### config.mk
export PLATFORM = sky130hd
export DESIGN_NAME = dffre_shift_bank
export DESIGN_NICKNAME = d
export VERILOG_FILES = /design/src/rtl/dffre_shift_bank.sv
export SDC_FILE = /design/constraint.sdc
export NUM_CORES = 1
export LEC_CHECK = 0
export ABC_CLOCK_PERIOD_IN_PS = 3200
export CORE_UTILIZATION = 44
export CTS_CLUSTER_SIZE = 30
export DETAILED_ROUTE_END_ITERATION = 8
export PLACE_DENSITY = 0.85
export SLEW_MARGIN = 20
export SYNTH_ARGS = -nofsm -noshare
export SYNTH_HDL_FRONTEND = slang
export SYNTH_SLANG_ARGS = --single-unit
### constraint.sdc
create_clock -name i_Clk -period 3.2 [get_ports i_Clk]
set_clock_uncertainty 0.05 [all_clocks]
set_input_delay 0.48 -clock i_Clk [delete_from_list [all_inputs] [get_ports i_Clk]]
set_output_delay 0.48 -clock i_Clk [all_outputs]
set_load 0.03 [all_outputs]
### src/rtl/dffre_shift_bank.sv
// WIDTH x DEPTH register bank with enable, synchronous active-low reset and
// hold/shift/load/rotate modes, plus a saturating count of valid stages.
module dffre_shift_bank #(
  parameter int unsigned      WIDTH       = 8,
  parameter int unsigned      DEPTH       = 4,
  parameter logic [WIDTH-1:0] RESET_VALUE = '0
) (
  input  logic                           i_Clk,
  input  logic                           i_Reset,
  input  logic                           i_Enable,
  input  logic [1:0]                     i_Mode,
  input  logic [WIDTH-1:0]               i_D,
  input  logic [WIDTH*DEPTH-1:0]         i_Load,
  output logic [WIDTH-1:0]               o_Q,
  output logic [WIDTH*DEPTH-1:0]         o_Taps,
  output logic [$clog2(DEPTH+1)-1:0]     o_Fill,
  output logic                           o_Full
);

  localparam int unsigned FW = $clog2(DEPTH + 1);
  localparam logic [FW-1:0] FILL_MAX = FW'(DEPTH);

  typedef enum logic [1:0] {
    MODE_HOLD   = 2'b00,
    MODE_SHIFT  = 2'b01,
    MODE_LOAD   = 2'b10,
    MODE_ROTATE = 2'b11
  } mode_t;

  logic [WIDTH-1:0] stage_q [DEPTH];
  logic [WIDTH-1:0] stage_d [DEPTH];
  logic [FW-1:0]    fill_q;
  logic [FW-1:0]    fill_d;
  logic             full_q;

  always_comb begin
    for (int unsigned k = 0; k < DEPTH; k++) stage_d[k] = stage_q[k];
    fill_d = fill_q;
    if (i_Enable) begin
      // An undefined mode falls through to default and behaves as HOLD.
      case (mode_t'(i_Mode))
        MODE_SHIFT: begin
          for (int unsigned k = 1; k < DEPTH; k++) stage_d[k] = stage_q[k-1];
          stage_d[0] = i_D;
          if (fill_q != FILL_MAX) fill_d = fill_q + 1'b1;
        end
        MODE_LOAD: begin
          for (int unsigned k = 0; k < DEPTH; k++) stage_d[k] = i_Load[k*WIDTH +: WIDTH];
          fill_d = FILL_MAX;
        end
        MODE_ROTATE: begin
          for (int unsigned k = 1; k < DEPTH; k++) stage_d[k] = stage_q[k-1];
          stage_d[0] = stage_q[DEPTH-1];
        end
        default: ;
      endcase
    end
  end

  always_ff @(posedge i_Clk) begin
    if (!i_Reset) begin
      for (int unsigned k = 0; k < DEPTH; k++) stage_q[k] <= RESET_VALUE;
      fill_q <= '0;
      full_q <= 1'b0;
    end else begin
      for (int unsigned k = 0; k < DEPTH; k++) stage_q[k] <= stage_d[k];
      fill_q <= fill_d;
      full_q <= (fill_d == FILL_MAX);
    end
  end

  always_comb begin
    o_Taps = '0;
    for (int unsigned k = 0; k < DEPTH; k++) o_Taps[k*WIDTH +: WIDTH] = stage_q[k];
  end

  assign o_Q    = stage_q[DEPTH-1];
  assign o_Fill = fill_q;
  assign o_Full = full_q;

endmodule

==> metrics.yaml <==
status:
  status: "completed"
route:
  dr_total_vias: 1787
  vias_per_cell: 5.55
  wl_per_cell_um: 16.1
  drcViolationCount: 0
  detail-route-antenna-nets: 0
  wl_um: 5190
  drt_first_pass_iters: 4
  drt_iter0_drc: 168
sta:
  rsz0062_at_grt: "false"
  max_freq_mhz: 452
  report.final.slew_viol_count: 0
  worst_slew_pin_slew_ns: 0.683
  relSlewSlack_pct: 54.3
  hold_viol_final: 0
  period_share_pct: 69.1
  fin_crit_ns: 2.21
  fin_setup_tns_ns: 0
  worst_hold_slack_ns: 0.468
  fin_ws_ns: 0.989
  setup_viol: 0
clock_network:
  cts_tree: "done"
  cts_hold_buf: 0
  cts-resized-gates: 0
  cts_post_setup_buffers_inserted: 0
  clock_sinks: 36
  cts-htree-levels: 2
  numCtsBuffers: 5
  clkLatencyLatePin_ns: 0.29
  clock_path_buffers: 2
  cts-root-buf: "clkbuf_8"
  path_clk_slew_ns: 0.07
pwr:
  power_leakage_nw: 1.03
  finalPower_w: 0.00120
  power.density_nw_per_um2: 429
  ir_drop_mv: 0.265
floorplanning:
  io_pins: 89
  start_util_pct: 47.1
  die_area_um2: 4640
  core_um2: 4090
  chipWidth_um: 68.1
  die_h_um: 68.1
  rows: 23
synth:
  seq_area_frac_synth_pct: 37.5
  yosysTopAreaCellShare_pct: 37.5
  synth-edff-count: 0
  yosys_warnings: 0
  async_flop_share_pct: 0
  synthesis.nets: 248
  synth_top_cell_by_area: "dfxtp_1"
  synth_seq_cells: 36
  syn_area_um2: 1920
  synth_common_cells: "36 x dfxtp_1, 26 x nor2_1, 24 x nor3b_1"
  yosys-top-cells-area: "dfxtp_1 37%, a221oi_2 16%, nor3b_1 9.4%"
  synth_most_common_cell: "dfxtp_1"
  syn_inst: 197
  synth-main-ff-cell: "dfxtp_1"
  avgSynthCellArea_um2: 9.77
  synthDistinctLibCells: 27
placement:
  post-place-ws_ns: 0.549
  io_buffers: 88
  place.gp.congestion: 0.743
  post-dp-hpwl_um: 3640
  placed_area_um2: 2710
worst_setup_path:
  crit_arrival_ns: 2.33
  critPathSlowestCell: "ha_2"
  worstPathCellList: "clkdlybuf4s50_1, inv_1, ha_2, nand2b_4, a221oi_1, nor3b_1"
  critPathKind: "input pin to register"
  critPathMaxStageDelay_ns: 0.50
  cp-start-kind: "input pin"
  crit_required_ns: 3.32
  cp-end-kind: "register"
  path_max_fanout: 24
global_route:
  first_global_vias: 1694
  grt_pass1_wl_um: 7890
  grt_max_degree: 25
  grt_use_total_pct: 23.2
  overflow: 0
  antenna_found_initial: 0
run:
  drv_cap: 0
cells_and_area:
  drive_gt1_share_pct: 12.9
  regArea_um2: 721
  fillCellCount: 342
  diodes: 0
  multi_input_area_um2: 993
  nets: 322
  area_growth_pct: 45.5
  final_area_um2: 2800
hold_path:
  min_path_type: "register to register"
layer usage:
metal	track usage [%]	wire, um	vias to the layer above
met5	0	0	-
met2	36.9	2440	71
met1	27.4	2200	847
li1	-	-	861
met3	10.2	472	8
met4	8.33	73	0
final timing paths:
check / start / to / slack (ns) / depth (start not counted)
max: i_Mode[0] / stage_q[0][21] / 0.99 / 6
min: stage_q[0][15] / stage_q[0][15] / 0.47 / 2
max reg2reg: o_Fill[0] / o_Full / 1.74 / 6
min reg2reg: stage_q[0][15] / stage_q[0][15] / 0.47 / 2
placed cells by master (no fill, tap or decap):
cell / instances
o21ai_0: 8
a221oi_1: 4
nand2b_4: 1
a31o_2: 1
clkbuf_1: 2
a221oi_2: 20
inv_1: 6
ha_2: 1
nand2_1: 11
nand3_1: 1
a22oi_1: 8
nor2b_1: 2
a31oi_1: 9
and2b_1: 1
buf_4: 4
or2b_2: 1
clkdlybuf4s50_1: 88
a21oi_1: 3
dfxtp_1: 36
and3_1: 1
nor2_1: 26
ha_1: 5
o22ai_1: 1
nand2b_1: 1
clkbuf_8: 6
nor3b_1: 24
a2111oi_2: 1
per-stage QoR:
| step | cells | util [%] |
|---|---|---|
| after global placement | 314 | 66.3 |
| after CTS | 322 | 68.5 |
| after global routing | 322 | 68.5 |
| after floorplan | 197 | - |
| after detailed placement | 314 | 66.3 |
| final | 322 | 68.5 |
kinds of logic after synthesis:
logic type / share of synthesized area [%]
and+or+nand+nor: 19.6
AOI/OAI and AO/OA: 27.9
DFF: 37.5
buffers and inverters: 11.1
adders and majority gates: 3.90
final cells by class:
class | count | share of cell area [%]
Multi-Input combinational cell | 130 | 35.5
Tap cell | 50 | 2.23
Timing Repair Buffer | 92 | 32.5
Clock buffer | 8 | 3.22
Sequential cell | 36 | 25.7
Inverter | 6 | 0.804
worst max-delay path: cells and delay by family:
family / cells / cell delay [ns]
adders and majority gates: 1 / 0.50
and+or+nand+nor: 2 / 0.42
AOI/OAI and AO/OA: 1 / 0.37
buffers and inverters: 2 / 0.55
report_power, final:
| group | switching, W | internal [W] | leakage [nW] | total, W |
|---|---|---|---|---|
| Combinational | 0.000184 | 0.000169 | 0.687 | 0.000352 |
| Sequential | 0.0000348 | 0.000481 | 0.297 | 0.000516 |
| Clock | 0.000159 | 0.000176 | 0.0455 | 0.000334 |
flip-flops by register name, summed over array words and instances (netlist names):
signal and count:
o_Fill 3, o_Full 1, stage_q 32
(Power assumes the default switching activity.)
